<file path="config.mk">
export PLATFORM = sky130hd
export DESIGN_NAME = sent_tx_frame_ctrl_flat
export DESIGN_NICKNAME = d
export VERILOG_FILES = /design/src/rtl/sent_pkg.sv /design/src/rtl/sent_tx_frame_ctrl_if.sv /design/src/rtl/sent_tx_crc4.sv /design/src/rtl/sent_tx_frame_ctrl.sv /design/src/flat_wrapper.sv
export SDC_FILE = /design/constraint.sdc
export NUM_CORES = 1
export LEC_CHECK = 0
export ABC_CLOCK_PERIOD_IN_PS = 4900
export BUFFER_PORTS_ARGS = -buffer_cell sky130_fd_sc_hd__buf_2
export CORE_ASPECT_RATIO = 0.7
export CORE_MARGIN = 3
export CORE_UTILIZATION = 30
export CTS_CLUSTER_DIAMETER = 50
export CTS_CLUSTER_SIZE = 20
export DETAILED_ROUTE_END_ITERATION = 10
export SLEW_MARGIN = 20
export SYNTH_ARGS = -nofsm -noshare
export SYNTH_HDL_FRONTEND = slang
export SYNTH_HIERARCHICAL = 1
export SYNTH_SLANG_ARGS = --single-unit
</file>
<file path="constraint.sdc">
create_clock -name ticks_i -period 4.9 [get_ports ticks_i]
set_clock_uncertainty 0.1 [all_clocks]
set_input_delay 0.245 -clock ticks_i [delete_from_list [all_inputs] [get_ports ticks_i]]
set_output_delay 0.245 -clock ticks_i [all_outputs]
set_load 0.02 [all_outputs]
</file>
<file path="src/rtl/sent_pkg.sv">
// Shared types and constants for the SENT transmit frame sequencer.
// The CRC table and step helper are used by sent_tx_crc4.
package sent_pkg;

    typedef enum logic [2:0] {
        ST_IDLE,
        ST_SYNC,
        ST_STATUS,
        ST_DATA,
        ST_CRC,
        ST_PAUSE
    } state_t;

    localparam logic [3:0] SENT_CRC_SEED    = 4'b0101;
    localparam int         MAX_DATA_NIBBLES = 6;

    // Entry i sits at bits [4*i+3:4*i]; entry 0 is the least significant nibble.
    localparam logic [63:0] SENT_CRC4_TABLE = 64'h582F_B6C1_493E_A7D0;

    function automatic logic [3:0] crc4_step(input logic [3:0] c, input logic [3:0] nibble);
        return SENT_CRC4_TABLE[{c, 2'b00} +: 4] ^ nibble;
    endfunction

endpackage

</file>
<file path="src/rtl/sent_tx_frame_ctrl_if.sv">
// Upstream frame handshake into the SENT frame sequencer.
// A frame transfers on every clock edge where frame_valid_i and frame_ready_o are both high;
// valid offered while ready is low is simply not taken, and the source may change or drop it.
interface sent_tx_frame_ctrl_if;
    logic        frame_valid_i;
    logic        frame_ready_o;
    logic [3:0]  status_i;
    logic [23:0] frame_data_i;

    modport master (output frame_valid_i, output status_i, output frame_data_i, input frame_ready_o);
    modport slave  (input frame_valid_i, input status_i, input frame_data_i, output frame_ready_o);
endinterface

</file>
<file path="src/rtl/sent_tx_crc4.sv">
// Combinational SENT CRC4 over the leading NUM_DATA_NIBBLES nibbles, with the final
// zero-nibble augmentation step applied.
module sent_tx_crc4
    import sent_pkg::*;
#(
    parameter int NUM_DATA_NIBBLES = 6
) (
    input  logic [23:0] data,
    output logic [3:0]  crc
);

    logic [3:0] c;

    always_comb begin
        c = SENT_CRC_SEED;
        for (int i = 0; i < MAX_DATA_NIBBLES; i++) begin
            if (i < NUM_DATA_NIBBLES) begin
                c = crc4_step(c, data[23 - 4*i -: 4]);
            end
        end
        c   = crc4_step(c, 4'h0);
        crc = c;
    end

endmodule

</file>
<file path="src/rtl/sent_tx_frame_ctrl.sv">
// SENT transmit frame sequencer: one-entry frame buffer feeding a symbol FSM that drives the
// pulse generator. Build macro SENT_PAUSE_EN adds a pause symbol after the CRC.
module sent_tx_frame_ctrl
    import sent_pkg::*;
#(
    parameter int NUM_DATA_NIBBLES = 6
) (
    input  logic                 ticks_i,
    input  logic                 reset_n_tx,
    sent_tx_frame_ctrl_if.slave  frame,
    input  logic                 pulse_done_i,
    output logic                 sync_o,
    output logic                 pulse_o,
    output logic [3:0]           data_nibble_o,
    output logic                 pause_o,
    output logic                 idle_o,
    output logic                 frame_done_o,
    output logic                 busy_o,
    output state_t               state_dbg
);

    localparam logic [2:0] LAST_IDX = 3'(NUM_DATA_NIBBLES - 1);

    state_t      state_q, state_nx;
    logic [2:0]  idx_q, idx_nx;
    logic        buf_full;
    logic [3:0]  buf_status, wk_status;
    logic [23:0] buf_data, wk_data;
    logic [3:0]  crc_buf, crc_q;
    logic        pop, last_done;
    logic [3:0]  nibble_nx;

    assign frame.frame_ready_o = ~buf_full;
    assign state_dbg           = state_q;

    sent_tx_crc4 #(.NUM_DATA_NIBBLES(NUM_DATA_NIBBLES)) u_crc (
        .data (buf_data),
        .crc  (crc_buf)
    );

    always_ff @(posedge ticks_i or negedge reset_n_tx) begin
        if (!reset_n_tx) state_q <= ST_IDLE;
        else             state_q <= state_nx;
    end

    always_comb begin
        state_nx  = state_q;
        idx_nx    = idx_q;
        pop       = 1'b0;
        last_done = 1'b0;
        case (state_q)
            ST_IDLE: begin
                if (buf_full) begin
                    pop      = 1'b1;
                    state_nx = ST_SYNC;
                end
            end
            ST_SYNC:   if (pulse_done_i) state_nx = ST_STATUS;
            ST_STATUS: begin
                if (pulse_done_i) begin
                    state_nx = ST_DATA;
                    idx_nx   = 3'd0;
                end
            end
            ST_DATA: begin
                if (pulse_done_i) begin
                    if (idx_q == LAST_IDX) state_nx = ST_CRC;
                    else                   idx_nx   = idx_q + 3'd1;
                end
            end
`ifdef SENT_PAUSE_EN
            ST_CRC:   if (pulse_done_i) state_nx = ST_PAUSE;
            ST_PAUSE: if (pulse_done_i) last_done = 1'b1;
`else
            ST_CRC:   if (pulse_done_i) last_done = 1'b1;
`endif
            default: state_nx = ST_IDLE;
        endcase
        // Back-to-back frames go straight to SYNC with no idle symbol in between.
        if (last_done) begin
            idx_nx = 3'd0;
            if (buf_full) begin
                pop      = 1'b1;
                state_nx = ST_SYNC;
            end else begin
                state_nx = ST_IDLE;
            end
        end
    end

    always_comb begin
        nibble_nx = 4'h0;
        case (state_nx)
            ST_STATUS: nibble_nx = wk_status;
            ST_DATA: begin
                case (idx_nx)
                    3'd0:    nibble_nx = wk_data[23:20];
                    3'd1:    nibble_nx = wk_data[19:16];
                    3'd2:    nibble_nx = wk_data[15:12];
                    3'd3:    nibble_nx = wk_data[11:8];
                    3'd4:    nibble_nx = wk_data[7:4];
                    3'd5:    nibble_nx = wk_data[3:0];
                    default: nibble_nx = 4'h0;
                endcase
            end
            ST_CRC:  nibble_nx = crc_q;
            default: nibble_nx = 4'h0;
        endcase
    end

    always_ff @(posedge ticks_i or negedge reset_n_tx) begin
        if (!reset_n_tx) begin
            idx_q         <= 3'd0;
            buf_full      <= 1'b0;
            buf_status    <= 4'h0;
            buf_data      <= 24'h0;
            wk_status     <= 4'h0;
            wk_data       <= 24'h0;
            crc_q         <= 4'h0;
            sync_o        <= 1'b0;
            pulse_o       <= 1'b0;
            data_nibble_o <= 4'h0;
            idle_o        <= 1'b1;
            frame_done_o  <= 1'b0;
            busy_o        <= 1'b0;
        end else begin
            idx_q <= idx_nx;
            if (pop) begin
                wk_status <= buf_status;
                wk_data   <= buf_data;
                crc_q     <= crc_buf;
                buf_full  <= 1'b0;
            end else if (frame.frame_valid_i && !buf_full) begin
                buf_status <= frame.status_i;
                buf_data   <= frame.frame_data_i;
                buf_full   <= 1'b1;
            end
            sync_o        <= (state_nx == ST_SYNC);
            pulse_o       <= (state_nx == ST_STATUS) || (state_nx == ST_DATA) || (state_nx == ST_CRC);
            data_nibble_o <= nibble_nx;
            idle_o        <= (state_nx == ST_IDLE);
            frame_done_o  <= last_done;
            busy_o        <= (state_nx != ST_IDLE);
        end
    end

`ifdef SENT_PAUSE_EN
    always_ff @(posedge ticks_i or negedge reset_n_tx) begin
        if (!reset_n_tx) pause_o <= 1'b0;
        else             pause_o <= (state_nx == ST_PAUSE);
    end
`else
    assign pause_o = 1'b0;
`endif

endmodule

</file>
<file path="src/flat_wrapper.sv">
// flat-port wrapper written by rule: the top's interface ports become plain ports
module sent_tx_frame_ctrl_flat import sent_pkg::*;
#(
    parameter int NUM_DATA_NIBBLES = 6
)
  (ticks_i, reset_n_tx, pulse_done_i, sync_o, pulse_o, data_nibble_o, pause_o, idle_o, frame_done_o, busy_o, state_dbg, frame_frame_valid_i, frame_status_i, frame_frame_data_i, frame_frame_ready_o);
  sent_tx_frame_ctrl_if frame_i ();
  input  logic ticks_i;
  input  logic reset_n_tx;
  input  logic pulse_done_i;
  output logic sync_o;
  output logic pulse_o;
  output logic [3:0] data_nibble_o;
  output logic pause_o;
  output logic idle_o;
  output logic frame_done_o;
  output logic busy_o;
  output state_t state_dbg;
  input wire logic [$bits(frame_i.frame_valid_i)-1:0] frame_frame_valid_i;
  input wire logic [$bits(frame_i.status_i)-1:0] frame_status_i;
  input wire logic [$bits(frame_i.frame_data_i)-1:0] frame_frame_data_i;
  output wire logic [$bits(frame_i.frame_ready_o)-1:0] frame_frame_ready_o;
  assign frame_i.frame_valid_i = frame_frame_valid_i;
  assign frame_i.status_i = frame_status_i;
  assign frame_i.frame_data_i = frame_frame_data_i;
  assign frame_frame_ready_o = frame_i.frame_ready_o;
  sent_tx_frame_ctrl #(.NUM_DATA_NIBBLES(NUM_DATA_NIBBLES)) u_core (.ticks_i(ticks_i), .reset_n_tx(reset_n_tx), .frame(frame_i), .pulse_done_i(pulse_done_i), .sync_o(sync_o), .pulse_o(pulse_o), .data_nibble_o(data_nibble_o), .pause_o(pause_o), .idle_o(idle_o), .frame_done_o(frame_done_o), .busy_o(busy_o), .state_dbg(state_dbg));
endmodule
</file>
Yosys cells after proc, flatten, opt, wreduce, memory -nomap -nowiden --
Index checks and enable logic that the tools add are counted.
Word-level totals: output and inout port bits 14, memories kept 0, word-level logic and storage cells 76, RAM bits 0, latch bits 0, memory bits (read-only) 0, register bits 76
Cells by class: $add $sub $neg 1, reductions and logical operators 10, divide/modulo/power cells 0, eq/ne operators 14, shift-type cells 6, multiplexer cells 23, order comparisons 0, bitwise operators 8, $mul 0
Operators by type and width (count):
- 64-bit by 7-bit indexed part select with 4-bit output, first input constant | 6
- 3-bit 2-to-1 mux | 10
- 4-bit case mux with 6 select lines | 1
- 4-bit XOR | 5
- 3-bit by 2-bit equality test with 1-bit output, second input constant | 6
- 3-bit equality test, second input constant | 5
- 3-bit case mux with 5 select lines | 1
- 4-bit case mux with 3 select lines | 1
- 3-bit by 1-bit equality test with 1-bit output, second input constant | 3
- 3-bit logical NOT | 3
- 1-bit 2-to-1 mux | 9
- 3-bit case mux with 2 select lines | 1
- 3-bit by 1-bit adder with 3-bit output, second input constant | 1
- 3-bit nonzero test | 1
- 1-bit logical OR | 2
- 1-bit inverter | 2
- 2-bit inverter | 1
- 2-bit AND reduction | 1
- 2-bit nonzero test | 1
- 1-bit logical AND | 1
- 1-bit logical NOT | 1

Longest topological paths before layout --
Gate-level depths: netlist of the first run.
depth in word-level cells 12, gate-level depth with buffers 8, gate-level depth less buffers 8

Cells and area by module --
Netlist of the first run, hierarchy kept.
Modules (own cells, without submodules):
- sent_tx_frame_ctrl | cells each 259, sequential area each 1903.1 um^2, area each 3368.2 um^2, times used 1
- sent_tx_crc4 | cells each 26, sequential area each 0.0 um^2, area each 334.1 um^2, times used 1

Least setup slack after synthesis of the first run --
Ideal clock, no wire load.
kind reg-to-reg, start point register u_core.buf_data[21], end point register u_core.crc_q[2], buffers on the path 0, slack 2676 ps, setup time 125 ps, cell stages (with the launch flop) 7, clock period less this slack 2224 ps, arrival time 2000 ps, data required time 4675 ps, cell sequence dfrtp_1 > inv_1 > ha_1 > xnor2_1 > xnor3_2 > xnor3_1 > mux2_2
On the way: cells in the longest elaborated chain, start to end 12
RTL lines:
- from (decl) | RTL line sent_tx_frame_ctrl.sv:28 | logic [23:0] buf_data, wk_data;
- from (signal assigned) | RTL line sent_tx_frame_ctrl.sv:135 | buf_data <= frame.frame_data_i;
- 2-bit inverter (no line)
- 64-bit by 7-bit indexed part select with 4-bit output | RTL line sent_pkg.sv:21 | return SENT_CRC4_TABLE[{c, 2'b00} +: 4] ^ nibble;
- 4-bit XOR | RTL line sent_pkg.sv:21
- 64-bit by 7-bit indexed part select with 4-bit output | RTL line sent_pkg.sv:21
- 4-bit XOR | RTL line sent_pkg.sv:21
- 64-bit by 7-bit indexed part select with 4-bit output | RTL line sent_pkg.sv:21
- 4-bit XOR | RTL line sent_pkg.sv:21
- 64-bit by 7-bit indexed part select with 4-bit output | RTL line sent_pkg.sv:21
- 4-bit XOR | RTL line sent_pkg.sv:21
- 64-bit by 7-bit indexed part select with 4-bit output | RTL line sent_pkg.sv:21
- 4-bit XOR | RTL line sent_pkg.sv:21
- 64-bit by 7-bit indexed part select with 4-bit output | RTL line sent_pkg.sv:21
- net u_core.crc_buf[2] | RTL line sent_tx_frame_ctrl.sv:29 | logic [3:0] crc_buf, crc_q;
- to (signal assigned) | RTL line sent_tx_frame_ctrl.sv:131 | crc_q <= crc_buf;
- to (decl) | RTL line sent_tx_frame_ctrl.sv:29
The timed path passes the listed nets, and every way through them passes these cells. A chain may end at the register's enable or synchronous reset.

Worst setup path in the final report of the first run --
start point register u_core.idx_q[0], end point register u_core.data_nibble_o[0]
On the way: cells in the longest elaborated chain, start to end 8
RTL lines:
- from (decl) | RTL line sent_tx_frame_ctrl.sv:25 | logic [2:0] idx_q, idx_nx;
- from (signal assigned) | RTL line sent_tx_frame_ctrl.sv:127 | idx_q <= idx_nx;
- 3-bit by 1-bit adder with 3-bit output or 3-bit equality test (tied branches) | RTL line sent_tx_frame_ctrl.sv:68, sent_tx_frame_ctrl.sv:67
- 3-bit 2-to-1 mux | RTL line sent_tx_frame_ctrl.sv:67 | if (idx_q == LAST_IDX) state_nx = ST_CRC;
- 3-bit 2-to-1 mux | RTL line sent_tx_frame_ctrl.sv:66 | if (pulse_done_i) begin
- 3-bit case mux with 2 select lines | RTL line sent_tx_frame_ctrl.sv:51 | case (state_q)
- 3-bit 2-to-1 mux | RTL line sent_tx_frame_ctrl.sv:80 | if (last_done) begin
- 3-bit equality test, or another cell as far along | RTL line sent_tx_frame_ctrl.sv:96 | case (idx_nx)
- 4-bit case mux with 6 select lines | RTL line sent_tx_frame_ctrl.sv:96
- 4-bit case mux with 3 select lines (*) | RTL line sent_tx_frame_ctrl.sv:93 | case (state_nx)
- net u_core.nibble_nx[0] | RTL line sent_tx_frame_ctrl.sv:31 | logic [3:0] nibble_nx;
- to (signal assigned) | RTL line sent_tx_frame_ctrl.sv:140 | data_nibble_o <= nibble_nx;
- to (decl) | RTL line sent_tx_frame_ctrl.sv:14 | output logic [3:0] data_nibble_o,
Mark *: on every way through the listed nets, which the timed path passes. The rest lies on a longest branch.

==> flow_metrics.tcl, run 1 <==
set metrics [dict create \
    finalSetupViolations 0 \
    synth_nets 321 \
    die_area_sq_um 13730 \
    cpPeakStageDelay_ns 0.56 \
    grt_max_degree 77 \
    intPower_mw 2.333 \
    yosysSeqAreaShare 0.5140 \
    combPwrFrac 0.478 \
    syn_to_final_growth_pct 18.55 \
    min_period_over_period 0.5117 \
    worstPathArrival_ns 2.67 \
    period_minus_slack_ns 2.507 \
    place_hpwl_microns 5978 \
    rrSetupSlack_ns 2.39 \
    pwr-share-seq 0.334 \
    cp-end-kind "register" \
    start_util 0.3113 \
    numCtsBuffers 9 \
    cp_max_fo 9 \
    grt_pass1_wl_microns 13550 \
    peakVddDrop_uv 378.7 \
    regToRegStartpoint "u_core/idx_q[0]" \
    die_h_microns 98.95 \
    antenna_cells 0 \
    postCtsHoldBufs 1 \
    cts-root-buf "clkbuf_16" \
    crit_required_ns 5.06 \
    dr.pass1.iters 4 \
    async_reset_ff_frac 1.000 \
    slew_headroom 0.3544 \
    netSwitchingFraction 0.3405 \
    status "finished clean" \
    wl_per_cell_microns 16.81 \
    synth.top_cell.area_share 0.5069 \
    cts_tree "built" \
    tightest_slew_ns 0.9684 \
    via_per_inst 4.858 \
    gp_congestion 0.9298 \
    fillerInstances 1183 \
    area.sequential_sq_um 1903 \
    cp.depth 7 \
    grt_pass1_vias 2533 \
    syn-cell-area_sq_um 3702 \
    hold_class "input pin to register" \
    cts_htree_levels 3 \
    p_leak_nw 1.993 \
    synthDistinctLibCells 54 \
    drv_slew 0 \
    drcViolationCount 0 \
    stdcell_area_sq_um 4389 \
    synthFlopType "dfrtp_1" \
    crit_family "compound AO/OA/AOI/OAI gates" \
    hold_viol_final 0 \
    crit_path_start_kind "register" \
    worst-path-buf-inv 0 \
    power.density_nw_per_um2 806.0 \
    gr-total-overflow 0 \
    postPlaceCellArea_sq_um 4075 \
    grtUsageTotal 0.1275 \
    synth_top_area_cell "dfrtp_1" \
    hp-start "frame_frame_valid_i" \
    crit_chain "ha_1 > and3b_1 > o21ai_0 > a21oi_1 > nor4_1 > a221oi_1 > o21ai_1" \
    drt_iter0_markers 211 \
    yosysMostFrequentCell "dfrtp_1" \
    tns_ns 0 \
    synth-edff-count 0 \
    synthTopCellsByCount "dfrtp_1, mux2_2, a21oi_1, inv_1" \
    numPortBuffers 44 \
    timing.fmax_mhz 398.8 \
    synth_seq_cells 76 \
    crit_slowest_cell "o21ai_0" \
    clkSlewWorstSetupHoldPaths_ns 0.06 \
    post_cts_resized 0 \
    avgSynthCellArea_sq_um 12.99 \
    rows 33 \
    max-cap-violations 0 \
    crit_type "register to register" \
    clockPowerShare 0.189 \
    die_w_microns 138.8 \
    synth_area_leaders "dfrtp_1, mux2_2, xnor3_1" \
    routed_wl_microns 8287 \
    hold_depth 2 \
    antenna_found_initial 0 \
    multi_input_area_sq_um 1685 \
    worst_skew_pair.late_latency_ns 0.34 \
    r2r_end "u_core/data_nibble_o[0]" \
    antenna_left 0 \
    switchingPower_mw 1.205 \
    rsz0062_at_grt "false" \
    rr_worst_depth 7 \
    nets 367 \
    post_route_cells_drive_above_1_share 0.4048 \
    cts.sinks 76 \
    ioPinCount 46 \
    yosys_warnings 6 \
    clk_path_buf_depth 2 \
    via_count 2395 \
    core-area_sq_um 11890 \
    whs_endpoint "u_core/buf_full" \
    postCtsSetupRepairBufs 0 \
    syn_inst 285 \
]
-- flip-flops by register name, summed over array words and instances (netlist names), 3 cells and up --
register              count
u_core/data_nibble_o      4
u_core/idx_q              3
u_core/wk_status          4
u_core/wk_data           24
u_core/crc_q              4
u_core/buf_status         4
u_core/buf_data          24
u_core/state_dbg          3
-- layout by cell type (no fill, tap or decap), drive strengths merged, types with 3 or more instances in the layout --
cell / count
nand2: 4
inv: 12
nor2: 10
a22oi: 6
nor3: 9
nand3: 3
buf: 47
ha: 4
mux2: 64
clkbuf: 12
o21ai: 9
a221oi: 3
xnor3: 7
or3: 3
dfrtp: 75
a21oi: 12
a211oi: 3
xnor2: 10
nor4: 5
-- per-layer routing --
metal	vias to the layer above	track usage	routed length, microns
met2	79	0.1813	3472
met5	-	0	0
met4	0	0.04211	120
li1	1126	-	-
met3	15	0.04365	585
met1	1175	0.1819	4108
-- worst max path at each step --
stage                        startpoint                       to  slack, ns
floorplan           u_core/buf_data[21]          u_core/crc_q[2]       2.68
global placement    u_core/buf_data[21]          u_core/crc_q[2]       2.63
detailed placement      u_core/idx_q[0]  u_core/data_nibble_o[0]       2.48
CTS                     u_core/idx_q[0]  u_core/data_nibble_o[0]       2.45
global route            u_core/idx_q[0]  u_core/data_nibble_o[0]       2.19
finish                  u_core/idx_q[0]  u_core/data_nibble_o[0]       2.39
-- power by group through the flow --
stage | sequential (mW) | clock (mW) | combinational [mW]
floorplan | 1.11 | 0 | 1.38
global placement | 1.19 | 0 | 1.62
detailed placement | 1.19 | 0 | 1.67
CTS | 1.19 | 0.686 | 1.69
global route | 1.23 | 0.712 | 1.84
finish | 1.18 | 0.667 | 1.69
-- per-stage QoR --
stage	power (mW)	setup slack, ns	util	hold slack [ns]	instances
final	3.538	2.393	0.3691	0.01882	493
after global routing	3.783	2.188	0.3691	0.01937	493
after CTS	3.567	2.453	0.3691	0.01083	493
after detailed placement	2.867	2.477	0.3427	0.3578	476
after global placement	2.807	2.625	0.3427	0.3523	476
after floorplan	2.484	2.676	-	-0.1506	285
-- final cells by class --
cell class                 count  share of cell area
tap                          157             0.04475
clock buffer                  12             0.05844
sequential                    76              0.4336
inverter                      12             0.01026
timing repair buffer          48             0.05815
clock inverter                 4             0.01083
multi-input combinational    184              0.3840
-- logic make-up (layout without fill, tap and decap cells) --
| group | count (synthesis) | count (layout) | share of synthesized area |
|---|---|---|---|
| other cells | 1 | 1 | 0.001013 |
| buf+inv | 25 | 76 | 0.03244 |
| compound gates | 47 | 47 | 0.08618 |
| mux | 65 | 65 | 0.1974 |
| flops | 76 | 76 | 0.5140 |
| xor+xnor | 20 | 20 | 0.07874 |
| fa+ha+maj | 4 | 4 | 0.01352 |
| simple gates | 47 | 47 | 0.07672 |
(Power assumes the default switching activity.)
==> run 2, diff against run 1 <==
--- a/config.mk
+++ b/config.mk
@@ -5,7 +5,7 @@
 export SDC_FILE = /design/constraint.sdc
 export NUM_CORES = 1
 export LEC_CHECK = 0
-export ABC_CLOCK_PERIOD_IN_PS = 4900
+export ABC_CLOCK_PERIOD_IN_PS = 2400
 export BUFFER_PORTS_ARGS = -buffer_cell sky130_fd_sc_hd__buf_2
 export CORE_ASPECT_RATIO = 0.7
 export CORE_MARGIN = 3
==> constraint.sdc (replaced) <==
create_clock -name ticks_i -period 2.4 [get_ports ticks_i]
set_clock_uncertainty 0.1 [all_clocks]
set_input_delay 0.12 -clock ticks_i [delete_from_list [all_inputs] [get_ports ticks_i]]
set_output_delay 0.12 -clock ticks_i [all_outputs]
set_load 0.02 [all_outputs]
==> flow_metrics.tcl, run 2 (synthesis results as in run 1) <==
set metrics [dict create \
    syn_to_final_growth_pct 28.39 \
    finalSetupViolations 0 \
    crit_required_ns 2.55 \
    rsz0062_at_grt "true" \
    die_h_microns 98.95 \
    hold_viol_final 0 \
    die_w_microns 138.8 \
    cts_tree "built" \
    drt_iter0_markers 156 \
    crit_path_start_kind "register" \
    gp_congestion 0.9046 \
    tightest_slew_ns 0.6937 \
    ioPinCount 46 \
    final_cells 527 \
    peakVddDrop_uv 821.1 \
    clk_path_buf_depth 2 \
    tns_ns 0 \
    crit_type "register to register" \
    cts_htree_levels 3 \
    grt_pass1_vias 2673 \
    final_cell_mix "dfrtp_1, mux2_2, buf_2" \
    slew_headroom 0.5375 \
    via_per_inst 4.782 \
    gr-total-overflow 0 \
    grt_max_degree 44 \
    reg.largest.list "u_core/buf_data x24, u_core/wk_data x24" \
    numCtsBuffers 9 \
    routed_wl_microns 8237 \
    via_count 2520 \
    total_power_mw 7.257 \
    start_util 0.3113 \
    wl_per_cell_microns 15.63 \
    whs_ns 0.1147 \
    cts-root-buf "clkbuf_16" \
    antenna_left 0 \
    worstPathArrival_ns 2.48 \
    power.density_nw_per_um2 1527 \
    clkSlewWorstSetupHoldPaths_ns 0.06 \
    grt_pass1_wl_microns 13850 \
    hold_class "input pin to register" \
    core-area_sq_um 11890 \
    post_route_cells_drive_above_1_share 0.3946 \
    place_hpwl_microns 6087 \
    drcViolationCount 0 \
    cp_max_fo 7 \
    timing.fmax_mhz 428.7 \
    placed_cells 481 \
    worst_skew_pair.late_latency_ns 0.33 \
    rrSetupSlack_ns 0.07 \
    dr.pass1.iters 4 \
    finalWorstSetupSlack_ns 0.06742 \
    stdcell_area_sq_um 4753 \
    numPortBuffers 44 \
    finish.utilization 0.3997 \
    cts.sinks 76 \
    p_leak_nw 2.152 \
    grtUsageTotal 0.1280 \
    antenna_cells 0 \
    nets 402 \
    status "finished clean" \
    cp-end-kind "register" \
    postPlaceCellArea_sq_um 4138 \
    rows 33 \
    preCtsSetupSlack_ns 0.02680 \
    period_minus_slack_ns 2.333 \
    max-cap-violations 0 \
    die_area_sq_um 13730 \
    antenna_found_initial 0 \
    min_period_over_period 0.9719 \
    drv_slew 0 \
    final_common_cell "dfrtp_1" \
]
run 2: path summary, 6_finish.rpt:
kind	start	to	cells after the start
worst min-delay path	pulse_done_i	u_core/state_dbg[1]	2
worst max-delay path	u_core/idx_q[1]	u_core/data_nibble_o[2]	8
worst max register to register	u_core/idx_q[1]	u_core/data_nibble_o[2]	8
max in group asynchronous	reset_n_tx	u_core/wk_data[7]	3
min in group asynchronous	reset_n_tx	u_core/buf_status[2]	2
worst min register to register	u_core/wk_data[21]	u_core/wk_data[21]	1
run 2: per-layer routing:
metal	up-vias	wire length, microns	global-route usage
met2	64	3592	0.1895
met1	1257	4187	0.1810
met3	12	358	0.04171
met5	-	0	0
met4	0	99	0.03459
li1	1187	-	-
run 2: worst max-delay path: stages (launching register included):
cell	delay, ns
dfrtp_1	0.44
inv_1	0.07
ha_2	0.20
and2_1	0.20
or3_4	0.38
a21o_1	0.26
nor4_1	0.31
a221oi_1	0.09
o21ai_1	0.19
run 2: repair_timing:
action	4_1_cts	5_1_grt
setup endpoints to repair	0	5
endpoints found under the hold margin	70	0
hold buffers	30	0
buffers inserted	0	1
gates resized for setup	0	8
run 2: layout make-up:
cell class,instances,area (sq um)
clock buffer,13,260.3
inverter,12,45.04
sequential,76,1903
multi-input combinational,184,1723
fill,1162,7138
timing repair buffer,83,615.6
clock inverter,2,10.01
tap,157,196.4
run 2: where the power goes:
part	switching, mW	internal [mW]
registers	0.499	1.89
clock network	0.482	0.747
logic	1.49	2.15
total	2.47	4.78
